File: src/rtl/fetch_pkg.sv
// Shared constants and types for the instruction fetch path.
package fetch_pkg;

  localparam int          PC_STEP          = 4;
  localparam logic [1:0]  PC_ALIGN_MASK    = 2'b11;
  localparam logic [63:0] DEFAULT_RESET_PC = 64'h0;

  localparam int FETCH_PC_W    = 64;
  localparam int FETCH_INSTR_W = 32;

  // Queue entry at the default widths; fetch_unit builds the same layout from its parameters.
  typedef struct packed {
    logic [FETCH_INSTR_W-1:0] instr;
    logic [FETCH_PC_W-1:0]    pc;
  } fetch_entry;

endpackage

File: src/rtl/fetch_queue.sv
// Synchronous FIFO holding fetched {instr, pc} entries; flush empties it in one cycle.
module fetch_queue #(
  parameter int DEPTH   = 4,
  parameter int ENTRY_W = 96
) (
  input  logic                         clk,
  input  logic                         arst_n,
  input  logic                         push,
  input  logic [ENTRY_W-1:0]           push_data,
  input  logic                         pop,
  input  logic                         flush,
  output logic [$clog2(DEPTH+1)-1:0]   count,
  output logic [ENTRY_W-1:0]           head
);

  localparam int PTR_W = $clog2(DEPTH);
  localparam int CNT_W = $clog2(DEPTH+1);

  logic [ENTRY_W-1:0] mem [DEPTH];
  logic [PTR_W-1:0]   rd_ptr;
  logic [PTR_W-1:0]   wr_ptr;
  logic               do_push;
  logic               do_pop;

  assign do_pop  = pop && (count != '0);
  assign do_push = push && (count != CNT_W'(DEPTH));

  always_ff @(posedge clk) begin
    if (!arst_n) begin
      rd_ptr <= '0;
      wr_ptr <= '0;
      count  <= '0;
    end else if (flush) begin
      rd_ptr <= '0;
      wr_ptr <= '0;
      count  <= '0;
    end else begin
      if (do_push) wr_ptr <= wr_ptr + 1'b1;
      if (do_pop)  rd_ptr <= rd_ptr + 1'b1;
      count <= count + CNT_W'(do_push) - CNT_W'(do_pop);
    end
  end

  // Storage is never reset; only the pointers and count qualify it.
  always_ff @(posedge clk) begin
    if (do_push && !flush) mem[wr_ptr] <= push_data;
  end

  assign head = mem[rd_ptr];

endmodule

File: src/rtl/fetch_unit.sv
// Sequential instruction fetch with credit-based issue, redirect/squash and a decoupling queue.
module fetch_unit
  import fetch_pkg::*;
#(
  parameter int                DATA_W   = 64,
  parameter int                INSTR_W  = 32,
  parameter int                DEPTH    = 4,
  parameter logic [DATA_W-1:0] RESET_PC = DATA_W'(DEFAULT_RESET_PC)
) (
  input  logic               clk,
  input  logic               arst_n,
  input  logic               enable,
  input  logic               redirect_valid,
  input  logic [DATA_W-1:0]  redirect_pc,
  output logic               imem_ren,
  output logic [DATA_W-1:0]  imem_addr,
  input  logic [INSTR_W-1:0] imem_rdata,
  output logic               out_valid,
  input  logic               out_ready,
  output logic [INSTR_W-1:0] out_instr,
  output logic [DATA_W-1:0]  out_pc
);

  localparam int CNT_W = $clog2(DEPTH+1);

  typedef struct packed {
    logic [INSTR_W-1:0] instr;
    logic [DATA_W-1:0]  pc;
  } entry_t;

  localparam int ENTRY_W = $bits(entry_t);

  function automatic logic [DATA_W-1:0] align_pc(input logic [DATA_W-1:0] pc);
    return pc & ~DATA_W'(PC_ALIGN_MASK);
  endfunction

  logic [DATA_W-1:0] fetch_pc_p0;
  logic              vld_p1;
  logic [DATA_W-1:0] pc_p1;
  logic [CNT_W-1:0]  count;
  logic [CNT_W:0]    credit_used;
  logic              push;
  logic              pop;
  entry_t            push_entry;
  entry_t            head_entry;

  // The in-flight request holds a queue slot, so its response can always be written.
  assign credit_used = {1'b0, count} + (CNT_W+1)'(vld_p1);
  assign imem_ren    = arst_n & enable & ~redirect_valid &
                       (credit_used < (CNT_W+1)'(DEPTH));
  assign imem_addr   = fetch_pc_p0;

  // Stage p0 -> p1: issue request, advance the fetch address
  always_ff @(posedge clk) begin
    if (!arst_n) begin
      fetch_pc_p0 <= RESET_PC;
      vld_p1      <= 1'b0;
    end else if (redirect_valid) begin
      fetch_pc_p0 <= align_pc(redirect_pc);
      vld_p1      <= 1'b0;
    end else begin
      vld_p1 <= imem_ren;
      if (imem_ren) fetch_pc_p0 <= fetch_pc_p0 + DATA_W'(PC_STEP);
    end
  end

  always_ff @(posedge clk) begin
    if (imem_ren) pc_p1 <= fetch_pc_p0;
  end

  // Stage p1 -> queue: capture SRAM response unless squashed by redirect
  assign push       = vld_p1 & ~redirect_valid;
  assign push_entry = '{instr: imem_rdata, pc: pc_p1};
  assign pop        = out_valid & out_ready;

  fetch_queue #(
    .DEPTH   (DEPTH),
    .ENTRY_W (ENTRY_W)
  ) u_queue (
    .clk       (clk),
    .arst_n    (arst_n),
    .push      (push),
    .push_data (push_entry),
    .pop       (pop),
    .flush     (redirect_valid),
    .count     (count),
    .head      (head_entry)
  );

  assign out_valid = (count != '0);
  assign out_instr = out_valid ? head_entry.instr : '0;
  assign out_pc    = out_valid ? head_entry.pc    : '0;

endmodule

File: config.mk
export PLATFORM = sky130hd
export DESIGN_NAME = fetch_unit
export DESIGN_NICKNAME = d
export VERILOG_FILES = /design/src/rtl/fetch_pkg.sv /design/src/rtl/fetch_queue.sv /design/src/rtl/fetch_unit.sv
export SDC_FILE = /design/constraint.sdc
export NUM_CORES = 1
export LEC_CHECK = 0
export ABC_AREA = 1
export BUFFER_PORTS_ARGS = -buffer_cell sky130_fd_sc_hd__buf_2
export CAP_MARGIN = 20
export CORE_MARGIN = 3
export CORE_UTILIZATION = 54
export CTS_BUF_LIST = sky130_fd_sc_hd__clkbuf_8
export DETAILED_ROUTE_END_ITERATION = 8
export GPL_TIMING_DRIVEN = 0
export PLACE_DENSITY = 0.79
export SLEW_MARGIN = 30
export SYNTH_ARGS = -nofsm -noshare
export SYNTH_HDL_FRONTEND = slang
export SYNTH_SLANG_ARGS = --single-unit
File: constraint.sdc
create_clock -name clk -period 6.35 [get_ports clk]
set_input_delay 1.5875 -clock clk [delete_from_list [all_inputs] [get_ports clk]]
set_output_delay 1.5875 -clock clk [all_outputs]
set_load 0.005 [all_outputs]
; Word-level counts from Yosys, hierarchy flattened
; Memories as Yosys holds them, arrays and structs flattened. A register that Yosys moved wholly into a read port is not among the register bits.
; Index checks and enable logic that the tools add are counted.
[totals]
regBits = 136
latch_bits = 0
mem_bits_rw = 384
rom_bits = 0
input_bits = 101
output_inout_bits = 162
elab_cells = 38
mem_count = 1
[memory_table]
columns = name, depth, word_bits, rd, rd_clocked_by_memory_dff, wr, line
row1 = u_queue.mem, 4, 96, 1, 1, 1, fetch_queue.sv:19  ; logic [ENTRY_W-1:0] mem [DEPTH];
[classes]
add_sub_neg = 6
mul = 0
n_div = 0
n_lt_le_gt_ge = 1
eq_ne = 1
shifts = 0
mux = 8
bitwise_logic = 7
reduce_logical = 7
[op_table]
columns = cell, count
row1 = 64-bit 2-to-1 mux, 3
row2 = 64-bit by 3-bit adder with 64-bit output (second input constant), 1
row3 = 32-bit 2-to-1 mux, 1
row4 = 1-bit AND, 5
row5 = 2-bit by 1-bit adder with 2-bit output (second input constant), 2
row6 = 3-bit by 1-bit adder with 4-bit output, 1
row7 = 4-bit by 3-bit < comparator with 1-bit output (second input constant), 1
row8 = 2-bit 2-to-1 mux, 2
row9 = 3-bit by 1-bit adder with 3-bit output, 1
row10 = 1-bit logical AND, 3
row11 = 3-bit inequality test (second input constant), 1
row12 = 3-bit nonzero test, 1
row13 = 3-bit by 1-bit subtractor with 3-bit output, 1
row14 = 1-bit 2-to-1 mux, 2
row15 = 1-bit NOT, 2
row16 = 2-bit nonzero test, 1
row17 = 2-bit OR reduction, 1
row18 = 1-bit logical NOT, 1

; Logic depth before layout (Yosys ltp)
[logic_depth]
word_depth = 6
depth_mapped = 12

; Modules after synthesis
; Synthesis repeated with hierarchy kept, for this count alone.
[unflattened]
cells_unflattened = 2124
hier_area_um2 = 22327.7
[modules_own_cells]
columns = module, instances, cells_each, area_per_inst_um2, seq_area_each_um2
row1 = fetch_queue, 1, 995, 14764.2, 11711.2
row2 = fetch_unit, 1, 1129, 7563.5, 3123.0

; Worst setup path after synthesis
; No wires, ideal clock.
[synth_path]
kind = input-to-reg
startpoint = input port redirect_valid
endpoint = memory u_queue.mem[0][10], enable pin
t_arrival_ps = 5757
t_required_ps = 5802
slack_ps = 45
path_stages = 3
n_path_buf = 0
path_cell_list = inv_2 -> nand2_1 -> nor2_1
[synth_between]
elab_chain_cells = 6
elab_cells_between_ends = 7
[synth_lines]
columns = element, line
row1 = start: declaration, fetch_unit.sv:13  ; input logic redirect_valid,
row2 = 1-bit NOT, fetch_unit.sv:72  ; assign push = vld_p1 & ~redirect_valid;
row3 = 1-bit AND, fetch_unit.sv:72
row4 = 1-bit logical AND, fetch_queue.sv:26  ; assign do_push = push && (count != CNT_W'(DEPTH));
row5 = 1-bit logical AND *, fetch_queue.sv:46  ; if (do_push && !flush) mem[wr_ptr] <= push_data;
row6 = 1-bit 2-to-1 mux *, fetch_queue.sv:46
row7 = 1-bit 2-to-1 mux (implied by the code) *, fetch_queue.sv:46
row8 = end: declaration, fetch_queue.sv:19
; Every way passes the cells marked *; elsewhere a longest branch is shown, timed or not.

; Worst setup path in the final report
[layout_path]
startpoint = register u_queue.count[2]
endpoint = output port out_pc[36]
[layout_between]
elab_chain_cells = 2
[layout_lines]
columns = element, line
row1 = start: declaration, fetch_queue.sv:12  ; output logic [$clog2(DEPTH+1)-1:0] count,
row2 = start signal: assignment, fetch_queue.sv:40  ; count <= count + CNT_W'(do_push) - CNT_W'(do_pop);
row3 = 3-bit nonzero test, fetch_unit.sv:90  ; assign out_valid = (count != '0);
row4 = 64-bit 2-to-1 mux, fetch_unit.sv:92  ; assign out_pc = out_valid ? head_entry.pc : '0;
row5 = end: declaration, fetch_unit.sv:21  ; output logic [DATA_W-1:0] out_pc
; Every way passes these cells.

==> impl_results.md <==
* Initial core utilization at 0.552
* Synth Area in XOR/XNOR at 0.00651
* Post-Place Cells at 2902
* Boundary Pins at approximately 260
* Final count of negative-setup-slack endpoints at 0
* Avg Inst Size Synth at 10.2 um^2
* Max cap viols at 0
* Compound-cell area share of the yosys netlist at 0.0977
* Max Slew Vio Count at 0
* CP required at 4.76 ns
* Achievable frequency at about 210 MHz
* Cell variety after synth at 31
* RSZ-0062 raised after global routing: false
* Worst R2R Path Depth at 10
* Core footprint at between 0.03 and 0.04 mm^2
* Reg clk slew, reported paths at about 0.060 ns
* Reg2reg start: u_queue.count[2]$_SDFF_PP0_
* #FFs+latches synth at between 500 and 600
* Worst rel slew slack at 0.332
* Fin. Hold Viols at 0
* Fillers at roughly 3000
* Crit share post-route at 0.752
* Crit. End Element: primary output
* Fin nets at ~2600
* Post-route DRC at 0
* Hold EP: u_queue.rd_ptr[1]$_SDFFE_PP0P_
* HPWL Detailed at 44500 um
* Die width at 206 um
* Worst Hold Launch: u_queue.rd_ptr[1]$_SDFFE_PP0P_
* Clock sinks at 510
* Mux contribution to synthesized area at 0
* Synth Area in Simple Gates at 0.165
* Hold WS at about 0.47 ns
* Ys Warns at 0
* Clock Latency Late Sink at between 0.6 and 0.7 ns
* Share of post-route cells with drive strength above 1 at 0.178
* Area growth, synth to finish at 19.1%
* Met1 Resource Use GR at 0.394
* Critical path class: register to primary output
* Highest fanout seen on the critical path at 10
* Adder-cell share of the synthesized area at 0.00558
* Mapped Cells at 2103
* Largest net degree at the start of global routing at 39
* Peak VDD IR at roughly 220 uV
* Grt met3 use at 0.0590
* Via count at 17100
* Area share of the largest cell type after synthesis at 0.611
* First-pass GRT wire length at ~93000 um
* Grt total ovfl at 0
* Initial DRT Pass Iterations at 7
* Worst hold stages at 2
* Status: complete, no violations
* Final Wtd Congestion at 0.981
* Antenna Violating Nets Remaining at 0
* Setup Skew at between 0.04 and 0.05 ns
* Die ar. at 0.0423 mm^2
* Final TNS setup at 0 ns
* Overall power at approximately 0.0068 W
* Vias in the first global route at roughly 16000
* Clock buffer depth at 3
* Post-CTS Setup Bufs at 0
* Post-Syn Area at roughly 0.022 mm^2
* Reg2reg end: u_queue.count[2]$_SDFF_PP0_
* Num CTS Buffers at 81
* Most frequent cells in the layout: 502 x nor2_1, 438 x edfxtp_1, 287 x nand2_1
* R2r setup slk at 3.62 ns
* Root Driver: clkbuf_8
* Post-CTS Hold Buffers at 0
* Port-buffer cells at ~260
* Worst Max-Slew Pin Slew at ~1 ns
* Htree depth at 3
* GRT Total Usage at 0.295
* Sequential share of the synthesized area at 0.678
* PD cells at around 260 mW/mm^2
* Drt initial violations at approximately 2000
* Routed WL at between 60000 and 70000 um
* Rows at 72
* Final Non-Filler Cells at 3055
* Main combinational cell family by area after synthesis: simple AND/OR/NAND/NOR gates
* CP startpoint kind: register
* Leakage at just under 10 nW
* Commonest non-fill, non-tap cell in the layout: nor2_1
* Top post-synthesis cells by area: edfxtp_1 61%, nor2_1 8.8%, dfxtp_1 6.7%, o21ai_0 5.4%, nand2_1 5.0%
* Via-per-instance ratio at 5.60
* DIE HEIGHT at between 200 and 250 um
* Post-CTS resize count at 0
* Min-delay worst type: register to register
* Yosys top cell by area: edfxtp_1
* CTS tree: yes
* M2 GR Usage at 0.472
* Grt peak-use layer: met2
* Minimum clock period at around 4.8 ns
* Initial antenna violation count at 4
* Worst Path Arrival at ~3.2 ns
* Wire per inst at 20.9 um
-- final cells by class --
cell class	instances	area [um^2]	share of cell area
Antenna cell	4	10.0	0.000391
Clock inverter	66	387	0.0151
Multi-Input combinational cell	1339	5960	0.233
Buffer	100	424	0.0166
Clock buffer	83	1140	0.0446
Inverter	157	589	0.0230
Tap cell	518	648	0.0253
Timing Repair Buffer	278	1860	0.0728
Sequential cell	510	14600	0.570
-- power breakdown --
part / switching, W / total [W] / internal, W / leakage, nW
Combinational: 0.000219 / 0.000340 / 0.000121 / 4.43
Sequential: 0.0000755 / 0.00376 / 0.00368 / 4.57
Clock: 0.00130 / 0.00265 / 0.00136 / 0.843
-- how the worst max path moves through the flow --
stage	slack [ns]	cells after the start	from	end
6_report	1.58	5	u_queue.count[2]$_SDFF_PP0_	out_pc[36]
5_1_grt	1.51	5	u_queue.count[2]$_SDFF_PP0_	out_pc[36]
3_5_place_dp	1.75	8	redirect_valid	imem_ren
2_1_floorplan	0.05	3	redirect_valid	u_queue.mem[0][10]$_DFFE_PP_
4_1_cts	1.59	5	u_queue.count[2]$_SDFF_PP0_	out_pc[36]
3_3_place_gp	-3.43	4	redirect_valid	u_queue.mem[1][62]$_DFFE_PP_
-- metal layers --
metal	routed length [um]	vias up	share of wire
li1	-	7867	-
met1	24800	8112	0.39
met2	29900	986	0.47
met3	6580	154	0.10
met4	2630	0	0.041
met5	0	-	0
-- per-stage QoR --
step	instance area (um^2)	util	setup slack [ns]
6_report	25600	0.657	1.58
5_1_grt	25600	0.657	1.51
4_1_cts	25600	0.656	1.59
3_5_place_dp	24100	0.617	1.75
3_3_place_gp	23500	0.601	-3.43
2_1_floorplan	21500	-	0.0451
-- kinds of logic after synthesis --
kind of cell    count (synthesis)
simple gates                  894
flops                         510
compound gates                416
buf+inv                       257
xor+xnor                       16
fa+ha+maj                       9
other cells                     1
-- critical path, stage by stage (launching register included) --
cell and delay (ns):
dfxtp_1 0.36, nor3_2 0.75, buf_2 0.53, clkbuf_1 0.51, a21oi_1 0.18, buf_2 0.18
-- registers in the layout (all words and copies together), names as in the netlist, named ones only --
name            count
imem_addr          62
pc_p1              62
u_queue.count       3
u_queue.mem       376
u_queue.rd_ptr      2
u_queue.wr_ptr      2
vld_p1              1
-- synth_stat cells (all sizes together) --
cell type  number
a21oi         145
a22oi           1
a31oi          11
buf            40
clkbuf         60
conb            1
dfxtp          72
edfxtp        438
fa              1
ha              8
inv           157
nand2         293
nand3          73
nand3b          2
nand4           4
nor2          517
nor3            3
o211ai          2
o21ai         257
or2             2
xnor2           4
xor2           12
Power figures use the tool's default switching activity.
